===== src/rtl/gb_video_pkg.sv =====
// Shared constants, colour type and shade palettes for the Game Boy -> HDMI scaler.
package gb_video_pkg;

  localparam int GB_W      = 160;
  localparam int GB_H      = 144;
  localparam int SCALE     = 3;
  localparam int LOOKAHEAD = 3;
  localparam int H_TOTAL   = 800;
  localparam int V_TOTAL   = 525;

  typedef logic [23:0] rgb_t;

  // Index is the 2-bit framebuffer shade, 0 = lightest.
  localparam rgb_t PALETTE_GRAY [4] = '{24'hFFFFFF, 24'hAAAAAA, 24'h555555, 24'h000000};
  localparam rgb_t PALETTE_DMG  [4] = '{24'h9BBC0F, 24'h8BAC0F, 24'h306230, 24'h0F380F};

endpackage


===== src/rtl/gb_video_scaler_if.sv =====
// Framebuffer read port between the scaler (master) and the framebuffer RAM (slave).
interface gb_video_scaler_if;

  logic [15:0] fb_rd_addr;
  logic        fb_rd_en;
  logic [1:0]  fb_rd_data;

  modport master (output fb_rd_addr, output fb_rd_en, input  fb_rd_data);
  modport slave  (input  fb_rd_addr, input  fb_rd_en, output fb_rd_data);

endinterface


===== src/rtl/gb_scale_counter.sv =====
// One axis of the 3x scaler: a source-pixel count plus a sub-pixel phase 0..SCALE-1.
module gb_scale_counter
  import gb_video_pkg::*;
(
  input  logic       clk_pixel,
  input  logic       reset,
  input  logic       load_i,
  input  logic       advance_i,
  output logic [7:0] count_o,
  output logic [1:0] sub_o
);

  localparam logic [1:0] SubMax = 2'(SCALE - 1);

  logic [7:0] count_q, count_d;
  logic [1:0] sub_q, sub_d;

  always_comb begin
    count_d = count_q;
    sub_d   = sub_q;
    if (load_i) begin
      count_d = '0;
      sub_d   = '0;
    end else if (advance_i) begin
      if (sub_q == SubMax) begin
        sub_d   = '0;
        count_d = count_q + 8'd1;
      end else begin
        sub_d = sub_q + 2'd1;
      end
    end
  end

  always_ff @(posedge clk_pixel) begin
    if (reset) begin
      count_q <= '0;
      sub_q   <= '0;
    end else begin
      count_q <= count_d;
      sub_q   <= sub_d;
    end
  end

  // The next-state view is exported so the caller can register the coordinate of the current look-ahead pixel.
  assign count_o = count_d;
  assign sub_o   = sub_d;

endmodule


===== src/rtl/gb_video_scaler.sv =====
// Scales the 160x144 Game Boy picture 3x into a 640x480 HDMI raster with a 3-edge pipeline.
// Define GB_SCALER_DMG_PALETTE_EN for the green DMG palette instead of grey.
module gb_video_scaler
  import gb_video_pkg::*;
#(
  parameter rgb_t BORDER_RGB = 24'h000000,
  parameter int   WIN_X0     = 80,
  parameter int   WIN_Y0     = 24
) (
  input  logic                      clk_pixel,
  input  logic                      reset,
  input  logic [9:0]                cx,
  input  logic [9:0]                cy,
  gb_video_scaler_if.master         fb,
  output rgb_t                      rgb
);

`ifdef GB_SCALER_DMG_PALETTE_EN
  localparam rgb_t Palette [4] = PALETTE_DMG;
`else
  localparam rgb_t Palette [4] = PALETTE_GRAY;
`endif

  localparam logic [9:0] WinX0  = 10'(WIN_X0);
  localparam logic [9:0] WinX1  = 10'(WIN_X0 + GB_W * SCALE);
  localparam logic [9:0] WinY0  = 10'(WIN_Y0);
  localparam logic [9:0] WinY1  = 10'(WIN_Y0 + GB_H * SCALE);
  localparam logic [9:0] HTotal = 10'(H_TOTAL);

  logic [9:0]  cxSum, cxLa;
  logic        xInWin, yInWin, inWin, lineStart, yLoad, yAdvance;
  logic [7:0]  gbX, gbY;
  logic [1:0]  xSub, ySub;
  logic        unusedSubs;

  logic [15:0] fbRdAddr_q, fbRdAddr_d;
  logic        fbRdEn_q, fbRdEn_d;
  logic        inWinD2_q, inWinD2_d;
  logic        synced_q, synced_d;
  rgb_t        rgb_q, rgb_d;

  // Decisions are taken for the column three edges ahead, wrapping at the end of the line.
  assign cxSum     = cx + 10'(LOOKAHEAD);
  assign cxLa      = (cxSum >= HTotal) ? cxSum - HTotal : cxSum;
  assign xInWin    = (cxLa >= WinX0) && (cxLa < WinX1);
  assign yInWin    = (cy >= WinY0) && (cy < WinY1);
  assign inWin     = xInWin && yInWin && synced_q;
  assign lineStart = (cx == 10'd0);
  assign yLoad     = lineStart && (cy == WinY0);
  assign yAdvance  = lineStart && (cy > WinY0) && (cy < WinY1);

  gb_scale_counter u_xCounter (
    .clk_pixel (clk_pixel),
    .reset     (reset),
    .load_i    (cxLa == WinX0),
    .advance_i (xInWin && yInWin),
    .count_o   (gbX),
    .sub_o     (xSub)
  );

  gb_scale_counter u_yCounter (
    .clk_pixel (clk_pixel),
    .reset     (reset),
    .load_i    (yLoad),
    .advance_i (yAdvance),
    .count_o   (gbY),
    .sub_o     (ySub)
  );

  assign unusedSubs = ^{xSub, ySub};

  // Output stays at border until a frame start has been seen, so a reset never exposes a torn frame.
  always_comb begin
    fbRdAddr_d = {gbY, gbX};
    fbRdEn_d   = inWin;
    inWinD2_d  = fbRdEn_q;
    synced_d   = synced_q | yLoad;
    rgb_d      = inWinD2_q ? Palette[fb.fb_rd_data] : BORDER_RGB;
  end

  always_ff @(posedge clk_pixel) begin
    if (reset) begin
      fbRdAddr_q <= '0;
      fbRdEn_q   <= 1'b0;
      inWinD2_q  <= 1'b0;
      synced_q   <= 1'b0;
      rgb_q      <= 24'h000000;
    end else begin
      fbRdAddr_q <= fbRdAddr_d;
      fbRdEn_q   <= fbRdEn_d;
      inWinD2_q  <= inWinD2_d;
      synced_q   <= synced_d;
      rgb_q      <= rgb_d;
    end
  end

  assign fb.fb_rd_addr = fbRdAddr_q;
  assign fb.fb_rd_en   = fbRdEn_q;
  assign rgb           = rgb_q;

endmodule

===== src/flat_wrapper.sv =====
// flat-port wrapper written by rule: the top's interface ports become plain ports
module gb_video_scaler_flat import gb_video_pkg::*;
#(
  parameter rgb_t BORDER_RGB = 24'h000000,
  parameter int   WIN_X0     = 80,
  parameter int   WIN_Y0     = 24
)
  (clk_pixel, reset, cx, cy, rgb, fb_fb_rd_addr, fb_fb_rd_en, fb_fb_rd_data);
  gb_video_scaler_if fb_i ();
  input  logic clk_pixel;
  input  logic reset;
  input  logic [9:0] cx;
  input  logic [9:0] cy;
  output rgb_t rgb;
  output wire logic [$bits(fb_i.fb_rd_addr)-1:0] fb_fb_rd_addr;
  output wire logic [$bits(fb_i.fb_rd_en)-1:0] fb_fb_rd_en;
  input wire logic [$bits(fb_i.fb_rd_data)-1:0] fb_fb_rd_data;
  assign fb_fb_rd_addr = fb_i.fb_rd_addr;
  assign fb_fb_rd_en = fb_i.fb_rd_en;
  assign fb_i.fb_rd_data = fb_fb_rd_data;
  gb_video_scaler #(.BORDER_RGB(BORDER_RGB), .WIN_X0(WIN_X0), .WIN_Y0(WIN_Y0)) u_core (.clk_pixel(clk_pixel), .reset(reset), .cx(cx), .cy(cy), .fb(fb_i), .rgb(rgb));
endmodule

===== config.mk =====
export PLATFORM = sky130hd
export DESIGN_NAME = gb_video_scaler_flat
export DESIGN_NICKNAME = d
export VERILOG_FILES = /design/src/rtl/gb_video_pkg.sv /design/src/rtl/gb_video_scaler_if.sv /design/src/rtl/gb_scale_counter.sv /design/src/rtl/gb_video_scaler.sv /design/src/flat_wrapper.sv
export SDC_FILE = /design/constraint.sdc
export NUM_CORES = 1
export LEC_CHECK = 0
export BUFFER_PORTS_ARGS = -buffer_cell sky130_fd_sc_hd__buf_2
export CAP_MARGIN = 20
export CORE_MARGIN = 3
export CORE_UTILIZATION = 50
export DETAILED_ROUTE_END_ITERATION = 12
export MAX_ROUTING_LAYER = met4
export PLACE_DENSITY = 0.82
export SLEW_MARGIN = 20
export SYNTH_ARGS = -nofsm -noshare
export SYNTH_HDL_FRONTEND = slang
export SYNTH_SLANG_ARGS = --single-unit

===== constraint.sdc =====
create_clock -name clk_pixel -period 3 [get_ports clk_pixel]
set_clock_uncertainty 0.15 [all_clocks]
set_input_delay 0.15 -clock clk_pixel [delete_from_list [all_inputs] [get_ports clk_pixel]]
set_output_delay 0.15 -clock clk_pixel [all_outputs]
set_load 0.1 [all_outputs]

==> results of run 1 <==
## state kept, by name (all words and copies together), names as in the netlist, 2 cells and up
register / count
u_core.u_yCounter.sub_q: 2
u_core.u_xCounter.count_q: 7
u_core.rgb: 2
u_core.u_yCounter.count_q: 8
u_core.u_xCounter.sub_q: 2
## cells by family (layout without fill, tap and decap cells)
kind of cell / Yosys count / count (layout) / share of synthesized area, %
simple gates: 97 / 97 / 27.5
compound gates: 59 / 59 / 23.5
buf+inv: 40 / 87 / 13.6
flops: 25 / 25 / 27.4
xor+xnor: 9 / 9 / 4.32
fa+ha+maj: 3 / 3 / 2.06
mux: 3 / 3 / 1.64
## what timing repair did
action	CTS	global route
hold endpoints to repair	5	0
setup buffers	0	0
hold buffers	3	0
## final timing paths
check | to | slack (ns) | depth (start not counted)
hold / removal | u_core.synced_q | 0.14 | 5
setup reg to reg | u_core.fb.fb_rd_addr[7] | 1.14 | 4
hold reg to reg | u_core.fb.fb_rd_en | 0.30 | 2
setup / recovery | u_core.u_xCounter.count_q[0] | 0.35 | 13
## worst register-to-register path, cell delays in order (launching register included)
cell and delay, ns:
dfxtp_1 0.36, nand2b_1 0.31, or3_1 0.48, o31a_1 0.31, o21a_1 0.17
## power by group
group / switching [W] / leakage, nW / internal, W
Clock: 0.000102 / 0.0139 / 0.0000510
Combinational: 0.0000791 / 0.681 / 0.0000557
Sequential: 0.00000187 / 0.201 / 0.000334
Total: 0.000183 / 0.896 / 0.000441
## layout make-up
cell class	count	area (µm²)
repair buffers	75	410
fillers	319	1310
multi-input cells	171	1080
inverters	8	30.0
well taps	46	57.6
flip-flops and latches	25	500
clock buffers	3	22.5
clock inverters	1	7.51
## Yosys cell counts, types with 3 or more instances
cell type	instances
and3_1	5
nand2b_1	7
nand4_1	3
xnor2_1	3
nand2_1	21
or4_1	3
xor2_1	6
ha_1	3
o21ai_1	3
a31oi_1	5
buf_4	22
dfxtp_1	25
or3_1	4
a211oi_1	3
nor2b_1	3
nand3_1	9
nor2_1	21
o21ai_0	5
inv_1	8
nor3_1	6
nor4_1	5
mux2i_1	3
buf_2	7
o31ai_1	5
a21oi_1	19
## metrics by stage
step                area (µm²)  hold WS, ns  setup WS, ns
global route              2110        0.153        0.0435
global placement          2050        0.158         0.104
finish                    2110        0.140         0.355
floorplan                 1830       0.0691         0.423
detailed placement        2050        0.161        0.0102
CTS                       2110        0.132         0.355
## metal layers
metal	global-route usage [%]	share of wire [%]	vias up
met5	-	0	-
met4	6.35	1.5	0
met3	4.08	7.0	7
met2	30.9	48	66
met1	25.4	44	811
li1	-	-	931
==> run_results.csv, run 1 <==
group,metric,value,unit
synth,synthTopCellsByArea,"dfxtp_1, buf_4, a21oi_1",
setup_path,critPathCaptureType,"register",
cells_and_area,utilization,61.6,%
cts,cts_resized,0,
synth,synth_edf_count,0,
die,rows,21,
power,vdd_drop_max,0.000209,V
cells_and_area,antenna_cells,0,
sta,maxSlewViolCount,0,
cts,clock_latency,0.33,ns
cts,cts_tree,"built",
synth,synth_top_area_cell,"dfxtp_1",
synth,syn_area_per_cell,7.74,µm²
die,die_area,0.00441,mm²
setup_path,critPathMaxStageDelay,0.38,ns
setup_path,cp-start-kind,"input pin",
cts,cts-root-buf,"clkbuf_4",
setup_path,required,3.13,ns
die,initial_core_util,53.5,%
place,globalplace.congestion,0.945,
grt,grt_pass1_vias,1541,
route,wl_per_cell,12.5,µm
setup_path,crit_type,"in2reg",
grt,grt_use_total,19.7,%
sta,hold_violations,0,
sta,slew_headroom,64.4,%
setup_path,crit_arrival,2.77,ns
synth,yosysTopAreaCellShare,27.4,%
sta,tns,0,ns
power,power.total,0.000624,W
route,drt-total-wl,4110,µm
die,coreArea,0.00342,mm²
sta,tightest_slew,0.534,ns
cells_and_area,nets,311,
setup_path,path_cells,"buf_2 > o2111a_2 > nand2_1 > xnor2_1 > ha_1 > or2_1 > o21ai_1 > a221o_1 > nand3_1 > o221ai_2 > buf_4 > or3_1 > a21oi_1",
sta,max_freq,0.378,GHz
cells_and_area,synthToLayoutAreaGrowth,15.3,%
cells_and_area,final_common_cell,"buf_2",
synth,synth_cell_types,52,
cells_and_area,instances_no_fill,329,
setup_path,setup.worst_path.start,"cx[0]",
sta,rsz0062_at_grt,"no",
power,power_leakage,0.896,nW
sta,fin_crit_sh,88.2,%
grt,grt_max_degree,17,
route,drt_iter0_markers,150,
route,vias,1815,
synth,synth-seq-cells,25,
place,numPlacedInstances,322,
cts,cts_buffer_depth,2,
synth,syn_area,0.00183,mm²
grt,grt_pass1_wl,6750,µm
grt,antenna_found_initial,0,
synth,ys.flop_type,"dfxtp_1",
setup_path,crit_path_top_delay_cell,"a221o_1",
route,ant_nets,0,
cells_and_area,layout-drive-gt1-share,30.4,%
synth,async_reset_ff_share,0,%
setup_path,cp_num_buf_inv,2,
cts,clkTransAtPathRegs,0.15,ns
synth,yosysSeqAreaShare,27.4,%
min_path,hold_path_class,"in2reg",
synth,synth_nets,263,
place,port_buffers,64,
place,dp.final_hpwl,3200,µm
synth,postSynthCellCount,236,
min_path,holdCritStartpoint,"cy[2]",
cts,cts.sinks,25,
flow_run,max_cap_violations,0,
route,drc,0,
outcome,outcome,"completed",
route,vias_per_cell,5.52,
cts,numCtsBuffers,3,
route,firstDrtPassIters,4,
setup_path,timing.rr.start,"u_core.u_xCounter.sub_q[0]",
die,io_pins,65,
setup_path,critical_path_peak_fanout,13,
die,chipHeight,66.4,µm
cts,cts_htree_levels,1,
die,die_x,66.4,µm
cells_and_area,mostFrequentLayoutCells,"buf_2, dfxtp_1, nand2_1, nor2_1, a21oi_1",
setup_path,critical_path.top_delay_family,"compound AO/OA/AOI/OAI gates",
grt,grt-ovfl-total,0,
power,powerDensity,296,mW/mm²
sta,layout_min_cycle_time,2.65,ns
synth,yosys_warnings,0,
sta,setup_viol,0,
No activity file was read; power rests on OpenSTA's default activity.
==> run 2, diff against run 1 <==
--- a/config.mk
+++ b/config.mk
@@ -10,6 +10,7 @@
 export CORE_MARGIN = 3
 export CORE_UTILIZATION = 50
 export DETAILED_ROUTE_END_ITERATION = 12
+export GPL_TIMING_DRIVEN = 0
 export MAX_ROUTING_LAYER = met4
 export PLACE_DENSITY = 0.82
 export SLEW_MARGIN = 20
==> constraint.sdc (replaced) <==
create_clock -name clk_pixel -period 2.64 [get_ports clk_pixel]
set_clock_uncertainty 0.15 [all_clocks]
set_input_delay 0.132 -clock clk_pixel [delete_from_list [all_inputs] [get_ports clk_pixel]]
set_output_delay 0.132 -clock clk_pixel [all_outputs]
set_load 0.1 [all_outputs]
==> run 2 against run 1 <==
Register-to-register slack got worse by 0.34 ns. Clock power increased by 11%. Setup slack got worse by 0.26 ns.
==> run_results.csv, run 2 (synthesis gave the netlist of run 1 again) <==
group,metric,value,unit
cts,cts_htree_levels,1,
die,die_area,0.00441,mm²
setup_path,cp-start-kind,"input pin",
route,ant_nets,0,
cts,clock_latency,0.32,ns
sta,max_freq,0.393,GHz
grt,grt_pass1_vias,1633,
cells_and_area,top_regs,"u_core.u_yCounter.count_q x8, u_core.u_xCounter.count_q x7",
grt,antenna_found_initial,0,
setup_path,required,2.72,ns
min_path,hold_path_class,"in2reg",
route,highest_layer,"met4",
route,wl_met2,2310,µm
setup_path,cp_num_buf_inv,1,
route,firstDrtPassIters,4,
route,vias,1954,
cts,cts_buffer_depth,2,
power,powerDensity,306,mW/mm²
die,coreArea,0.00342,mm²
cells_and_area,utilization,69.3,%
cells_and_area,final_common_cell,"buf_2",
cells_and_area,layout-drive-gt1-share,39.4,%
cells_and_area,nets,340,
sta,hold_violations,0,
sta,fin_crit_sh,96.4,%
sta,setup_viol,0,
place,globalplace.congestion,0.896,
sta,tightest_slew,0.544,ns
grt,grt_max_degree,14,
cells_and_area,synthToLayoutAreaGrowth,29.7,%
route,vias_per_cell,5.46,
cts,cts-root-buf,"clkbuf_4",
cts,clkTransAtPathRegs,0.14,ns
sta,maxSlewViolCount,0,
place,dp.final_hpwl,3350,µm
power,vdd_drop_max,0.000362,V
cells_and_area,antenna_cells,0,
cells_and_area,mostFrequentLayoutCells,"buf_2, buf_4, dfxtp_1",
power,power.total,0.000726,W
min_path,worstHoldPathCells,5,
setup_path,path_cells,"buf_2 > o2111a_2 > nand2_2 > xnor2_2 > ha_4 > or2_4 > o21ai_1 > a221o_1 > a41oi_1 > nand2b_1 > o41ai_2",
grt,grt_pass1_wl,6850,µm
grt,grt-ovfl-total,0,
setup_path,critical_path_peak_fanout,6,
route,dr_wl_met3,289,µm
outcome,outcome,"completed",
route,wl_per_cell,12.8,µm
die,initial_core_util,53.5,%
route,drt-total-wl,4580,µm
flow_run,max_cap_violations,0,
setup_path,crit_cells,11,
route,wl_met1,1920,µm
sta,slew_headroom,63.7,%
die,die_x,66.4,µm
setup_path,critPathMaxStageDelay,0.46,ns
die,rows,21,
setup_path,critical_path.top_delay_family,"compound AO/OA/AOI/OAI gates",
cts,numCtsBuffers,3,
setup_path,crit_path_top_delay_cell,"a41oi_1",
cts,cts.sinks,25,
cells_and_area,top_register,"u_core.u_yCounter.count_q",
die,chipHeight,66.4,µm
setup_path,crit_arrival,2.63,ns
cells_and_area,largest_register_ff_count,8,
setup_path,rr_worst_depth,5,
route,drc,0,
route,drt_iter0_markers,93,
setup_path,crit_type,"in2reg",
cts,cts_tree,"built",
setup_path,critPathCaptureType,"register",
grt,grt_use_total,19.9,%
sta,layout_min_cycle_time,2.54,ns
place,port_buffers,64,
power,power_leakage,1.06,nW
die,io_pins,65,
## run 2: path summary, 6_finish.rpt
kind	from	end	slack, ns
min reg2reg	u_core.fb.fb_rd_en	u_core.inWinD2_q	0.31
max reg2reg	u_core.u_xCounter.count_q[1]	u_core.u_xCounter.count_q[6]	0.80
max	cx[3]	u_core.u_xCounter.count_q[4]	0.1
min	cy[9]	u_core.u_xCounter.count_q[2]	0.1
## run 2: worst register-to-register path, delay by kind of cell (launching register included)
| family | cells | cell delay, ns |
|---|---|---|
| fa+ha+maj | 1 | 0.19 |
| flops | 1 | 0.41 |
| compound gates | 1 | 0.15 |
| simple gates | 3 | 0.88 |
## run 2: stage by stage
step	instances	hold slack, ns	setup slack [ns]	area [µm²]	setup TNS, ns
after global placement	346	0.139	-0.312	2200	-2.50
after CTS	353	0.0849	0.0443	2260	0
after global routing	358	0.114	-0.0816	2370	-0.149
after detailed placement	346	0.142	-0.348	2200	-3.01
after floorplan	236	0.0511	0.0805	1830	0
final	358	0.0997	0.0961	2370	0
## run 2: area by class of cell
class / instances / area [µm²]
plain buffers: 32 / 221
clock buffers: 4 / 26.3
fillers: 296 / 1050
inverters: 8 / 30.0
multi-input cells: 171 / 1140
flip-flops and latches: 25 / 500
well taps: 46 / 57.6
repair buffers: 72 / 388
## run 2: power breakdown
group          total, W  internal [W]  switching (W)
sequential     0.000382      0.000380     0.00000203
clock          0.000170     0.0000591       0.000111
combinational  0.000174     0.0000735       0.000100
total          0.000726      0.000512       0.000213
## run 2: layer usage
layer  vias up  global-route usage [%]
met4         0                    5.58
met3         7                    3.23
met5         -                       -
met2        63                    34.3
li1        982                       -
met1       902                    23.7
## run 2: repair_timing
action,in CTS,in global routing
setup endpoints to repair,2,10
resized for setup,1,18
setup buffers,0,4
hold buffers,3,0
hold endpoints to repair,5,0
cloned,0,1
pin swaps,0,10
